===== src/rtl/ns_rr_arbiter.sv =====
// Round-robin arbiter with a registered one-hot grant, valid/ready handshake
// and bounded burst locking for the current owner.
module ns_rr_arbiter #(
  parameter int NUM_REQ  = 8,
  parameter int MAX_LOCK = 4
) (
  input  logic               clk,
  input  logic               rst_n,
  input  logic [NUM_REQ-1:0] req,
  input  logic [NUM_REQ-1:0] req_lock,
  input  logic               gnt_ready,
  output logic               gnt_valid,
  output logic [NUM_REQ-1:0] gnt_onehot,
  output logic               busy
);

  localparam int PW = $clog2(NUM_REQ);
  localparam int LW = (MAX_LOCK == 0) ? 1 : $clog2(MAX_LOCK + 1);

  typedef enum logic {IDLE, GRANT} state_t;

  state_t            state;
  logic [PW-1:0]     ptr;
  logic [PW-1:0]     gnt_idx;
  logic [LW-1:0]     lock_cnt;
  logic [PW-1:0]     nxt_ptr;
  logic [PW:0]       pick_idle;
  logic [PW:0]       pick_hs;
  logic              lock_ok;

  // Returns {found, index} of the first set request scanning from p upward with wrap.
  function automatic logic [PW:0] rr_pick(input logic [NUM_REQ-1:0] r,
                                          input logic [PW-1:0]      p);
    logic          found;
    logic [PW-1:0] idx;
    int            j;
    found = 1'b0;
    idx   = '0;
    for (int i = 0; i < NUM_REQ; i++) begin
      j = int'(p) + i;
      if (j >= NUM_REQ) j = j - NUM_REQ;
      if (!found && r[PW'(j)]) begin
        found = 1'b1;
        idx   = PW'(j);
      end
    end
    return {found, idx};
  endfunction

  function automatic logic [NUM_REQ-1:0] to_onehot(input logic [PW-1:0] i);
    logic [NUM_REQ-1:0] one;
    one = {{(NUM_REQ-1){1'b0}}, 1'b1};
    return one << i;
  endfunction

  always_comb begin
    nxt_ptr   = (gnt_idx == PW'(NUM_REQ - 1)) ? '0 : gnt_idx + 1'b1;
    pick_idle = rr_pick(req, ptr);
    // Reselection after a rotating handshake already treats the old owner as lowest.
    pick_hs   = rr_pick(req, nxt_ptr);
    lock_ok   = req_lock[gnt_idx] &&
                ((MAX_LOCK == 0) || (int'(lock_cnt) < MAX_LOCK - 1));
  end

  always_ff @(posedge clk or negedge rst_n) begin
    if (!rst_n) begin
      state      <= IDLE;
      gnt_valid  <= 1'b0;
      gnt_onehot <= '0;
      busy       <= 1'b0;
      ptr        <= '0;
      gnt_idx    <= '0;
      lock_cnt   <= '0;
    end else begin
      case (state)
        IDLE: begin
          if (pick_idle[PW]) begin
            state      <= GRANT;
            gnt_valid  <= 1'b1;
            busy       <= 1'b1;
            gnt_idx    <= pick_idle[PW-1:0];
            gnt_onehot <= to_onehot(pick_idle[PW-1:0]);
          end
        end
        GRANT: begin
          if (gnt_ready) begin
            if (lock_ok) begin
              if (lock_cnt != '1) lock_cnt <= lock_cnt + 1'b1;
            end else begin
              ptr      <= nxt_ptr;
              lock_cnt <= '0;
              if (pick_hs[PW]) begin
                gnt_idx    <= pick_hs[PW-1:0];
                gnt_onehot <= to_onehot(pick_hs[PW-1:0]);
              end else begin
                state      <= IDLE;
                gnt_valid  <= 1'b0;
                busy       <= 1'b0;
                gnt_onehot <= '0;
              end
            end
          end
        end
        default: state <= IDLE;
      endcase
    end
  end

endmodule


===== config.mk =====
export PLATFORM = sky130hd
export DESIGN_NAME = ns_rr_arbiter
export DESIGN_NICKNAME = d
export VERILOG_FILES = /design/src/rtl/ns_rr_arbiter.sv
export SDC_FILE = /design/constraint.sdc
export NUM_CORES = 1
export LEC_CHECK = 0
export CAP_MARGIN = 10
export CELL_PAD_IN_SITES_DETAIL_PLACEMENT = 1
export CELL_PAD_IN_SITES_GLOBAL_PLACEMENT = 2
export CORE_MARGIN = 8
export CORE_UTILIZATION = 40
export CTS_BUF_LIST = sky130_fd_sc_hd__clkbuf_8
export CTS_CLUSTER_DIAMETER = 40
export CTS_CLUSTER_SIZE = 10
export DETAILED_ROUTE_END_ITERATION = 6
export PLACE_DENSITY_LB_ADDON = 0.1
export SETUP_SLACK_MARGIN = 0.5
export SYNTH_ARGS = -nofsm -noshare
export SYNTH_HDL_FRONTEND = slang
export SYNTH_SLANG_ARGS = --single-unit

===== constraint.sdc =====
create_clock -name clk -period 8.1 [get_ports clk]
set_input_delay 1.62 -clock clk [delete_from_list [all_inputs] [get_ports clk]]
set_output_delay 1.62 -clock clk [all_outputs]
set_load 0.01 [all_outputs]

Yosys cells after proc, flatten, opt, wreduce, memory -nomap -nowiden
Index checks and enable logic that the tools add are counted.
W data, S select, Z words.
Operators by class
  add/subtract/negate cells: 32
  shifts and indexed selects: 2
  $lt $le $gt $ge: 34
  reductions and logical operators: 34
  muxes and demuxes: 121
  bitwise operators: 2
  equality and inequality tests: 8
Operator list (number)
  $mux W3: 39
  $lt A3 B5 Y1 const B: 16
  $mux W1: 57
  $ge A4 B4 Y1 const B: 14
  $bmux W1 S3: 17
  $sub A3 B1 Y3 const B: 16
  $add A3 B3 Y4 const B: 8
  $mux W8: 4
  $add A3 B2 Y4 const B: 4
  $pmux W8 S2: 1
  $shl A1 B3 Y8 const A: 2
  $logic_and A1 B1 Y1: 15
  $logic_not A1 Y1: 14
  $reduce_and A3 Y1: 3
  $add A3 B1 Y4 const B: 2
  $ge A3 B4 Y1 const B: 2
  $ne A2 B2 Y1 const B: 4
  $reduce_and A4 Y1: 2
  $add A3 B1 Y3 const B: 2
  $pmux W3 S2: 1
  $lt A3 B4 Y1 const B: 1
  $ne A2 B1 Y1 const B: 2
  $pmux W1 S2: 2
  $eq A3 B3 Y1 const B: 1
  other kinds (3): 4
Storage, ports and cells
  bits of input ports: 19
  register bits: 19
  logic and storage cells: 239
  output and inout bits: 10

Logic depth before layout (Yosys ltp)
Gate-level depths: netlist of the first run.
  depth in word-level cells: 34
  depth in mapped cells: 16
  gate-level depth less buffers: 12

Least setup slack after synthesis of the first run
No wires, ideal clock.
  path kind: in2reg
  start point: input req[6]
  end point: register gnt_idx[2]
  arrival: 3794 ps
  path buffers: 1
  data required time: 7973 ps
  stages: 9
  setup time: 127 ps
  setup slack: 4179 ps
  cell sequence: clkbuf_1 -> mux4_2 -> or4_1 -> a2111oi_0 -> a41o_1 -> nor3_1 -> nand2_1 -> o21ai_1 -> mux2_1
On the way
  cells in the longest elaborated chain, start to end: 29
  elaborated cells between the ends (all ways): 116
  classes of those cells: eq/ne: 2; mux: 85; reduce/logical: 29
Ends and longest elaborated chain
  start: declaration: RTL line 9  | input logic [NUM_REQ-1:0] req,
  $bmux W1 S3: RTL line 42  | if (!found && r[PW'(j)]) begin
  $mux W1 (implied by the code) (2 in series): RTL line 42
  $mux W1: RTL line 42
  $logic_not A1 Y1: RTL line 42
  $logic_and A1 B1 Y1: RTL line 42
  $mux W1: RTL line 42
  $logic_not A1 Y1: RTL line 42
  $logic_and A1 B1 Y1: RTL line 42
  [12 not listed]
  $mux W1: RTL line 42
  $logic_not A1 Y1: RTL line 42
  $logic_and A1 B1 Y1: RTL line 42
  $mux W3: RTL line 42
  $mux W3: RTL line 92  | if (pick_hs[PW]) begin
  $mux W3: RTL line 87  | if (lock_ok) begin
  $mux W3: RTL line 86  | if (gnt_ready) begin
  $pmux W3 S2: RTL line 75  | case (state)
  end signal: assignment: RTL line 81  | gnt_idx <= pick_idle[PW-1:0];
  end signal: assignment: RTL line 93  | gnt_idx <= pick_hs[PW-1:0];
  end: declaration: RTL line 24  | logic [PW-1:0] gnt_idx;
Several ways; a longest one is shown, not always the timed one. The select of a mux whose other input is x is not followed.
A chain may end at the register's enable or synchronous reset.

Final worst setup path of the first run
  start point: register gnt_idx[0]
  end point: register gnt_idx[1]
On the way
  cells in the longest elaborated chain, start to end: 33
  elaborated cells between the ends (all ways): 98
  classes of those cells: add/sub: 16; order compare: 8; eq/ne: 3; mux: 55; reduce/logical: 16
Ends and longest elaborated chain
  parallel branches: the longest is 33 deep, another holds $add A3 B1 Y4
Several ways; the timed one is not identified. The select of a mux whose other input is x is not followed.

==> summary.txt, run 1 <==
Die
  • Core ar.: around 7300 sq um
  • Full die area: approximately 11,000 sq um
  • Initial core utilization: 41.7%
  • Die X: between 100 and 150 microns
  • Die Ht: around 100 microns
  • Num rows: 31
  • Num ports: 29

Logic synthesis
  • Yosys top cell area share: between 10% and 20%
  • Post-synthesis cell count: about 340
  • Syn Area/Cell: around 8.9 sq um
  • Syn Std Cell Area: between 3000 and 4000 sq um
  • Syn nets: around 370
  • EDFF count, synth: 0
  • Ys async rst share: between 90% and 100%
  • Most common library cells after synthesis: nand2_1, dfrtp_1, nor2_1
  • Synth Flop Type: dfrtp_1
  • Number of synthesized register bits: 19
  • Distinct cell type count after synthesis: between 80 and 90
  • Area contributors post-synth: dfrtp_1, mux4_2, mux2_2, mux2i_1, nand2_1
  • Sequential area share after synthesis: 15.6%
  • Ys Warns: 0
  • Most common cell in the netlist: nand2_1
  • Cell taking the most area after synthesis: dfrtp_1

Placed design
  • GP Congestion: slightly below 0.9
  • DP Wirelength: 7030 microns
  • Post-placement cell area: about 3300 sq um
  • Port bufs: 28

Layout
  • Layout area overhead: 10.0%
  • Fillers: 873
  • Area taken by multi-input logic gates: around 2400 sq um
  • Finished Cell Area: 3340 sq um
  • Number of inserted diodes: 0
  • Nets: between 300 and 400
  • Share of cells above drive strength 1: 19.5%
  • Area occupied by registers: between 400 and 500 sq um

Global routing
  • Tot GR Track Use: between 10% and 20%
  • Initial antenna violation count: 0
  • First-pass GRT wire length: 15,600 microns
  • Largest net degree at the start of global routing: 21
  • GRT overflow: 0
  • Vias in the first global route: around 2,900

Routing
  • Final ANT Viol Nets: 0
  • First-pass DRT Iterations: 4
  • Wire per inst: a little over 20 microns
  • Via density: ~6.4
  • DRT Wirelength: slightly above 9000 microns
  • DRT iter0 DRCs: between 100 and 150
  • DRC: 0
  • Vias: approximately 2,900

CTS
  • CTS Buf Count: 3
  • Clk root buf: clkbuf_8
  • CTS Sinks: 19
  • Clock buffer depth: 2
  • Clock transition at path regs: ~0.08 ns
  • PostCTS Resize Cnt: 0
  • Cts hold-fix bufs: 0
  • H-tree levels: 1
  • Post-CTS Setup Bufs: 0
  • CTS tree: built
  • Clock Latency Late Sink: 0.26 ns

Timing
  • Final period util: 58.7%
  • Setup_tns: 0 ns
  • Maximum clock rate: ~0.21 GHz
  • Least-Margin Pin Slew: between 0.8 and 0.9 ns
  • Final setup viols: 0
  • Crit path time final: 4.76 ns
  • Final hold violations: 0
  • Slew HR: about two fifths
  • Setup Skew: 0.00582 ns
  • RSZ-0062 raised after global routing: no
  • Slew Limit Fails: 0

Critical path
  • Critical Path End Type: register
  • Setup CP Type: register to register
  • Worst-case reg-to-reg path depth: 11
  • Worst path arrival time: just under 5 ns
  • CP startpoint kind: register
  • WP data required: a little over 8 ns
  • CP max FO: 20

Hold path
  • Hold depth: 2
  • Path category of the worst min-delay check: register to register

Outcome
  • Status: completed

Run
  • Max cap viols: 0
registers in the layout (all words and copies together), names as in the netlist:
register,cells
busy,1
gnt_idx,3
state,1
lock_cnt,3
gnt_onehot,8
ptr,3
area by class of cell:
cell class | instances | share of cell area (%)
Multi-Input combinational cell | 284 | 70.8
Tap cell | 99 | 3.71
Clock buffer | 3 | 1.24
Inverter | 13 | 1.53
Sequential cell | 19 | 14.2
Timing Repair Buffer | 28 | 8.38
Clock inverter | 1 | 0.150
through the flow:
stage / hold slack, ns / instances / util, % / worst slack, ns
2_1_floorplan: 0.464 / 342 / - / 4.18
3_5_place_dp: 0.485 / 443 / 45.2 / 3.20
4_1_cts: 0.505 / 447 / 45.8 / 3.38
6_report: 0.503 / 447 / 45.8 / 3.34
5_1_grt: 0.544 / 447 / 45.8 / 2.94
3_3_place_gp: 0.483 / 443 / 45.2 / 3.23
worst max-delay path, stage by stage (launching register included):
cell      delay [ns]
dfrtp_1         0.71
ha_1            0.38
ha_1            0.35
nor2b_1         0.57
inv_4           0.20
ha_1            0.30
xor2_1          0.45
or3_1           0.19
o21ai_0         0.20
o221a_2         0.35
nor3_1          0.66
a221oi_1        0.22
layout by cell type, fill, tap and decap left out, types with 5 or more instances in the layout:
cell type,synthesis,final
a21o_1,10,10
a21oi_1,15,15
a31o_2,5,5
a32oi_1,5,5
clkdlybuf4s50_1,0,28
dfrtp_1,19,19
ha_1,7,7
inv_1,10,10
mux2_2,15,15
mux2i_1,16,16
mux4_2,15,15
nand2_1,29,29
nand3_1,6,6
nor2_1,17,17
nor3_1,10,10
o211ai_1,6,6
o21ai_0,13,13
o31ai_1,8,8
metal layers:
layer	global-route usage (%)	wire, microns	up-vias	part of all wire [%]
li1	-	-	1365	-
met1	25.2	4330	1434	48
met2	31.1	4500	45	49
met3	2.03	216	6	2.4
met4	2.11	51	0	0.56
met5	0	0	-	0
worst paths after layout:
check	from	endpoint	slack, ns
max reg2reg	gnt_idx[0]	gnt_idx[1]	3.34
max	gnt_idx[0]	gnt_idx[1]	3.34
min	gnt_onehot[3]	gnt_onehot[3]	0.50
max in group asynchronous	rst_n	lock_cnt[0]	5.71
min reg2reg	gnt_onehot[3]	gnt_onehot[3]	0.50
min in group asynchronous	rst_n	gnt_onehot[4]	1.85
cell families (layout without fill, tap and decap cells):
family                     count (synthesis)  count (layout)  synth area share (%)
and+or+nand+nor                          105             105                  20.0
buffers and inverters                     39              45                  6.50
xor gates and xnor gates                   8               8                  2.31
adders and majority gates                  7               7                  2.88
AOI/OAI and AO/OA                        116             116                  29.9
DFF                                       19              19                  15.6
muxes                                     48              48                  22.8
Power of run 1 is left out: the tool's default activity adds up to more than one toggle a clock period on the data nets, which glitch-free logic cannot reach.
==> run 2: changes to the inputs <==
Settings changed: CORE_UTILIZATION 40 to 37.
Clock period 8.1 ns to 4.65 ns, I/O delays scaled along.
==> run 2 against run 1 <==
  * Core utilization fell by 3.5 points
  * Critical path depth fell by 2
  * Design area rose by 2.5%
  * Worst hold slack got worse by 0.0043 ns
  * Via count rose by 0.74%
  * Flip-flop and latch count did not move
  * Routed wire length rose by 8.3%
  * Clock-buffer cell count did not move
  * First-iteration DRC count rose by 12%
  * Setup slack got worse by 2.6 ns
  * Critical endpoint is now gnt_onehot[2]
  * Largest cell class unchanged
  * Highest routed layer unchanged
==> summary.txt, run 2 (synthesis gave the netlist of run 1 again) <==
Global routing
  • Initial antenna violation count: 0
  • Largest net degree at the start of global routing: 20
  • Vias in the first global route: 3,090
  • Tot GR Track Use: 17.7%
  • First-pass GRT wire length: 16,500 microns
  • GRT overflow: 0

Routing
  • DRC: 0
  • DRT Wirelength: 9850 microns
  • First-pass DRT Iterations: 4
  • Wire per inst: 21.3 microns
  • Final ANT Viol Nets: 0
  • Vias: roughly 2,900
  • Via density: 6.21
  • DRT iter0 DRCs: between 100 and 150

Timing
  • Final setup viols: 0
  • Least-Margin Pin Slew: between 0.9 and 1 ns
  • Crit path time final: approximately 3.9 ns
  • Final hold violations: 0
  • Maximum clock rate: about 0.25 GHz
  • Setup Skew: roughly 0.0026 ns
  • Slew HR: between 30% and 40%
  • Slew Limit Fails: 0
  • Setup_tns: 0 ns
  • Final period util: between 80% and 90%
  • RSZ-0062 raised after global routing: yes

Critical path
  • CP startpoint kind: input port
  • CP peak stage delay: 0.67 ns
  • CP max FO: 11
  • Crit-path cells: clkdlybuf4s50_1, mux4_2, or4_1, a2111oi_0, a41o_1, nor3_1, nor3_1, a32oi_1, o31ai_1
  • Worst path arrival time: 4.12 ns
  • Worst-path cell with the longest stage delay: clkdlybuf4s50_1
  • Critical Path End Type: register
  • Worst Path Buf+Inv: 1
  • Setup CP Type: input port to register
  • Crit-path leading delay family: simple AND/OR/NAND/NOR gates
  • Crit-path most repeated cell: nor3_1
  • WP data required: 4.82 ns

Layout
  • Largest register by flop count: gnt_onehot
  • Share of cells above drive strength 1: about 22%
  • Layout area overhead: 12.8%
  • Most frequent cells in the layout: nand2_1, clkdlybuf4s50_1, dfrtp_1, nor2_1, mux2i_1
  • Number of inserted diodes: 0
  • Leading cell type in the layout, fill and taps excluded: nand2_1
  • Max reg flops: 8
  • Fillers: 973
  • Finished Cell Area: 3430 sq um
  • Nets: between 300 and 400

Outcome
  • Status: completed

CTS
  • CTS Sinks: 19
  • CTS Buf Count: 3
  • H-tree levels: 1
  • Clock transition at path regs: 0.08 ns
  • Cts hold-fix bufs: 0
  • Clock Latency Late Sink: approximately 0.26 ns
  • CTS tree: built
  • Clock buffer depth: 2
  • Clk root buf: clkbuf_8

Placed design
  • Port bufs: 28
  • GP Congestion: between 0.8 and 0.9
  • DP Wirelength: between 7000 and 8000 microns
  • Post-placement cell area: 3360 sq um

Die
  • Num rows: 33
  • Die Ht: 107 microns
  • Num ports: 29
  • Initial core utilization: between 30 and 40%
  • Die X: 107 microns
  • Full die area: around 11,000 sq um
  • Core ar.: about 8100 sq um

Run
  • Max cap viols: 0

Hold path
  • Path category of the worst min-delay check: register to register
run 2: cell type report:
| class | instances | area (sq um) | area share (%) |
|---|---|---|---|
| multi-input cells | 284 | 2370 | 69.3 |
| flip-flops and latches | 19 | 475 | 13.9 |
| repair buffers | 37 | 348 | 10.1 |
| well taps | 105 | 131 | 3.83 |
| inverters | 13 | 51.3 | 1.50 |
| clock buffers | 3 | 41.3 | 1.20 |
| clock inverters | 1 | 5.00 | 0.146 |
run 2: repair_timing:
item,in CTS,in global routing
setup endpoints to repair,0,10
setup buffers,0,1
resized for setup,0,2
run 2: per-layer routing:
metal | up-vias | part of all wire [%] | wire (microns) | global-route usage, %
met2 | 38 | 51 | 4990 | 31.3
met1 | 1446 | 46 | 4520 | 22.7
met3 | 10 | 2.0 | 192 | 1.92
met4 | 0 | 1.4 | 142 | 3.72
li1 | 1377 | - | - | -
met5 | - | 0 | 0 | 0
run 2: final timing paths:
check / to / cells past startpoint / from / slack, ns
max in group asynchronous: ptr[2] / 1 / rst_n / 2.93
min in group asynchronous: gnt_onehot[1] / 1 / rst_n / 1.17
worst max-delay path: gnt_onehot[2] / 9 / req[6] / 0.71
worst max register to register: gnt_onehot[0] / 14 / gnt_idx[1] / 0.75
worst min register to register: gnt_onehot[1] / 2 / gnt_onehot[1] / 0.50
worst min-delay path: gnt_onehot[1] / 2 / gnt_onehot[1] / 0.50
run 2: worst min-delay path, stage by stage, from the launching register on:
cell and delay (ns):
dfrtp_1 0.35, a32oi_1 0.06, o31ai_1 0.06
run 2: through the flow:
stage	hold WS [ns]	cells	util (%)	setup WS [ns]
6_report	0.499	462	42.3	0.707
5_1_grt	0.524	462	42.3	0.473
4_1_cts	0.501	461	42.1	0.589
3_5_place_dp	0.483	457	41.6	0.334
3_3_place_gp	0.481	457	41.6	0.309
2_1_floorplan	0.464	342	-	1.02
Power of run 2 is left out for the same reason.
==> run 3: changes to the inputs <==
Settings changed: CORE_UTILIZATION 37 to 34.
Clock period 4.65 ns to 3.4 ns, I/O delays scaled along.
==> run 3 against run 2 <==
  * Critical path depth rose by 3
  * Non-clock buffer count grew 102
  * Clock-buffer cell count did not move
  * Routed wire length rose by 11%
  * Design area grew 31%
  * Final cell count grew 23%
  * Core utilization up 9.6 points
  * First-iteration DRC count shrank 17%
  * Global-route usage shrank 0.32 points
  * Setup slack worse by 0.55 ns
  * Flip-flop and latch count is the same
  * Critical path type is now register to register
  * Critical endpoint is now gnt_onehot[0]
  * Highest routed layer unchanged
==> summary.txt, run 3 (synthesis gave the netlist of run 1 again) <==
Critical path
  • Critical Path End Type: register
  • CP startpoint kind: register
  • CP peak stage delay: 0.58 ns
  • Worst Path Buf+Inv: 3
  • Worst-path cell with the longest stage delay: or4_4
  • CP max FO: 4
  • Crit-path cells: clkinv_8, ha_4, mux4_2, or4_4, buf_6, nor3_4, a21oi_4, buf_12, a21oi_4, nor3_4, a32oi_1, o31ai_2
  • Setup CP Type: register to register
  • Crit-path leading delay family: simple AND/OR/NAND/NOR gates
  • Worst path arrival time: ~3.4 ns
  • WP data required: about 3.5 ns

Die
  • Full die area: between 10,000 and 15,000 sq um
  • Initial core utilization: 35.0%
  • Die Ht: between 100 and 150 microns
  • Num rows: 34
  • Num ports: 29
  • Core ar.: around 8700 sq um
  • Die X: about 110 microns

Timing
  • Final period util: between 90% and 100%
  • Least-Margin Pin Slew: approximately 0.85 ns
  • Slew Limit Fails: 0
  • Maximum clock rate: roughly 0.31 GHz
  • Setup Skew: between 0.003 and 0.004 ns
  • RSZ-0062 raised after global routing: yes
  • Slew HR: a little over two fifths
  • Crit path time final: between 3 and 4 ns
  • Final hold violations: 0
  • Final setup viols: 0

Hold path
  • Path category of the worst min-delay check: register to register

Routing
  • First-pass DRT Iterations: 4
  • Wire per inst: 19.3 microns
  • Vias: roughly 3,300
  • Final ANT Viol Nets: 0
  • DRT iter0 DRCs: 96
  • DRT Wirelength: between 10,000 and 15,000 microns
  • Via density: 5.74
  • DRC: 0

Layout
  • Fillers: between 1,000 and 1,500
  • Max reg flops: 8
  • Most frequent cells in the layout: buf_4, nand2_1, clkdlybuf4s50_1, dfrtp_1
  • Final core utilization: 51.9%
  • Number of inserted diodes: 0
  • Share of cells above drive strength 1: roughly half
  • Area taken by multi-input logic gates: 2640 sq um
  • Area occupied by registers: approximately 480 sq um
  • Nets: between 400 and 500
  • Leading cell type in the layout, fill and taps excluded: buf_4
  • Layout area overhead: 48.2%
  • Largest register by flop count: gnt_onehot

CTS
  • CTS tree: built
  • Clk root buf: clkbuf_8
  • CTS Sinks: 19
  • Clock buffer depth: 2
  • Clock transition at path regs: roughly 0.070 ns
  • H-tree levels: 1
  • Cts hold-fix bufs: 0
  • CTS Buf Count: 3
  • Clock Latency Late Sink: 0.26 ns

Placed design
  • GP Congestion: ~0.9
  • Port bufs: 28
  • DP Wirelength: 8920 microns

Global routing
  • Largest net degree at the start of global routing: 20
  • GRT overflow: 0
  • Tot GR Track Use: between 15 and 20%
  • Initial antenna violation count: 0
  • Vias in the first global route: about 3,500
  • First-pass GRT wire length: 18,100 microns

Outcome
  • Status: completed

Run
  • Max cap viols: 0
[run 3: cell types whose count changed in the layout (fill, tap and decap cells not counted), sizes merged]
cell,delta
buf,+102
clkdlybuf4s15,+2
dlygate4sd2,+6
clkdlybuf4s50,-8
[run 3: path summary, 6_finish.rpt]
path | start | endpoint | slack (ns) | cells past startpoint
worst max-delay path | ptr[0] | gnt_onehot[0] | 0.16 | 12
worst min-delay path | lock_cnt[2] | lock_cnt[2] | 0.50 | 2
worst max register to register | ptr[0] | gnt_onehot[0] | 0.16 | 12
worst min register to register | lock_cnt[2] | lock_cnt[2] | 0.50 | 2
max in group asynchronous | rst_n | ptr[0] | 1.92 | 1
min in group asynchronous | rst_n | gnt_onehot[4] | 0.90 | 1
[run 3: per-stage QoR]
stage / hold slack (ns) / instances / instance area [sq um] / TNS [ns] / worst slack [ns]
3_3_place_gp: 0.486 / 553 / 4230 / -3.52 / -0.376
3_5_place_dp: 0.497 / 553 / 4230 / -4.22 / -0.383
5_1_grt: 0.537 / 567 / 4500 / 0 / 0.0170
6_report: 0.505 / 567 / 4500 / 0 / 0.159
4_1_cts: 0.514 / 567 / 4490 / 0 / 0.188
2_1_floorplan: 0.384 / 342 / 3230 / 0 / 0.124
[run 3: worst reg2reg max path: stages, from the launching register on]
cell	delay [ns]
dfrtp_2	0.43
clkinv_8	0.06
ha_4	0.29
mux4_2	0.52
or4_4	0.58
buf_6	0.14
nor3_4	0.26
a21oi_4	0.12
buf_12	0.15
a21oi_4	0.18
nor3_4	0.07
a32oi_1	0.23
o31ai_2	0.10
[run 3: layer usage]
layer / vias up / wire length [microns] / track usage (%)
li1: 1579 / - / -
met3: 11 / 240 / 1.84
met5: - / 0 / 0
met4: 0 / 112 / 2.70
met2: 40 / 5890 / 33.2
met1: 1624 / 4680 / 20.5
[run 3: area by class of cell]
class | count | share of cell area [%]
Inverter | 13 | 1.47
Timing Repair Buffer | 139 | 25.3
Clock buffer | 3 | 0.917
Sequential cell | 19 | 10.6
Clock inverter | 1 | 0.111
Tap cell | 108 | 3.00
Multi-Input combinational cell | 284 | 58.6
[run 3: what timing repair did]
action,4_1_cts,5_1_grt
gates resized for setup,50,4
setup endpoints to repair,13,13
gates cloned,0,0
pin swaps,24,4
setup buffers,10,0
Power of run 3 is left out for the same reason.
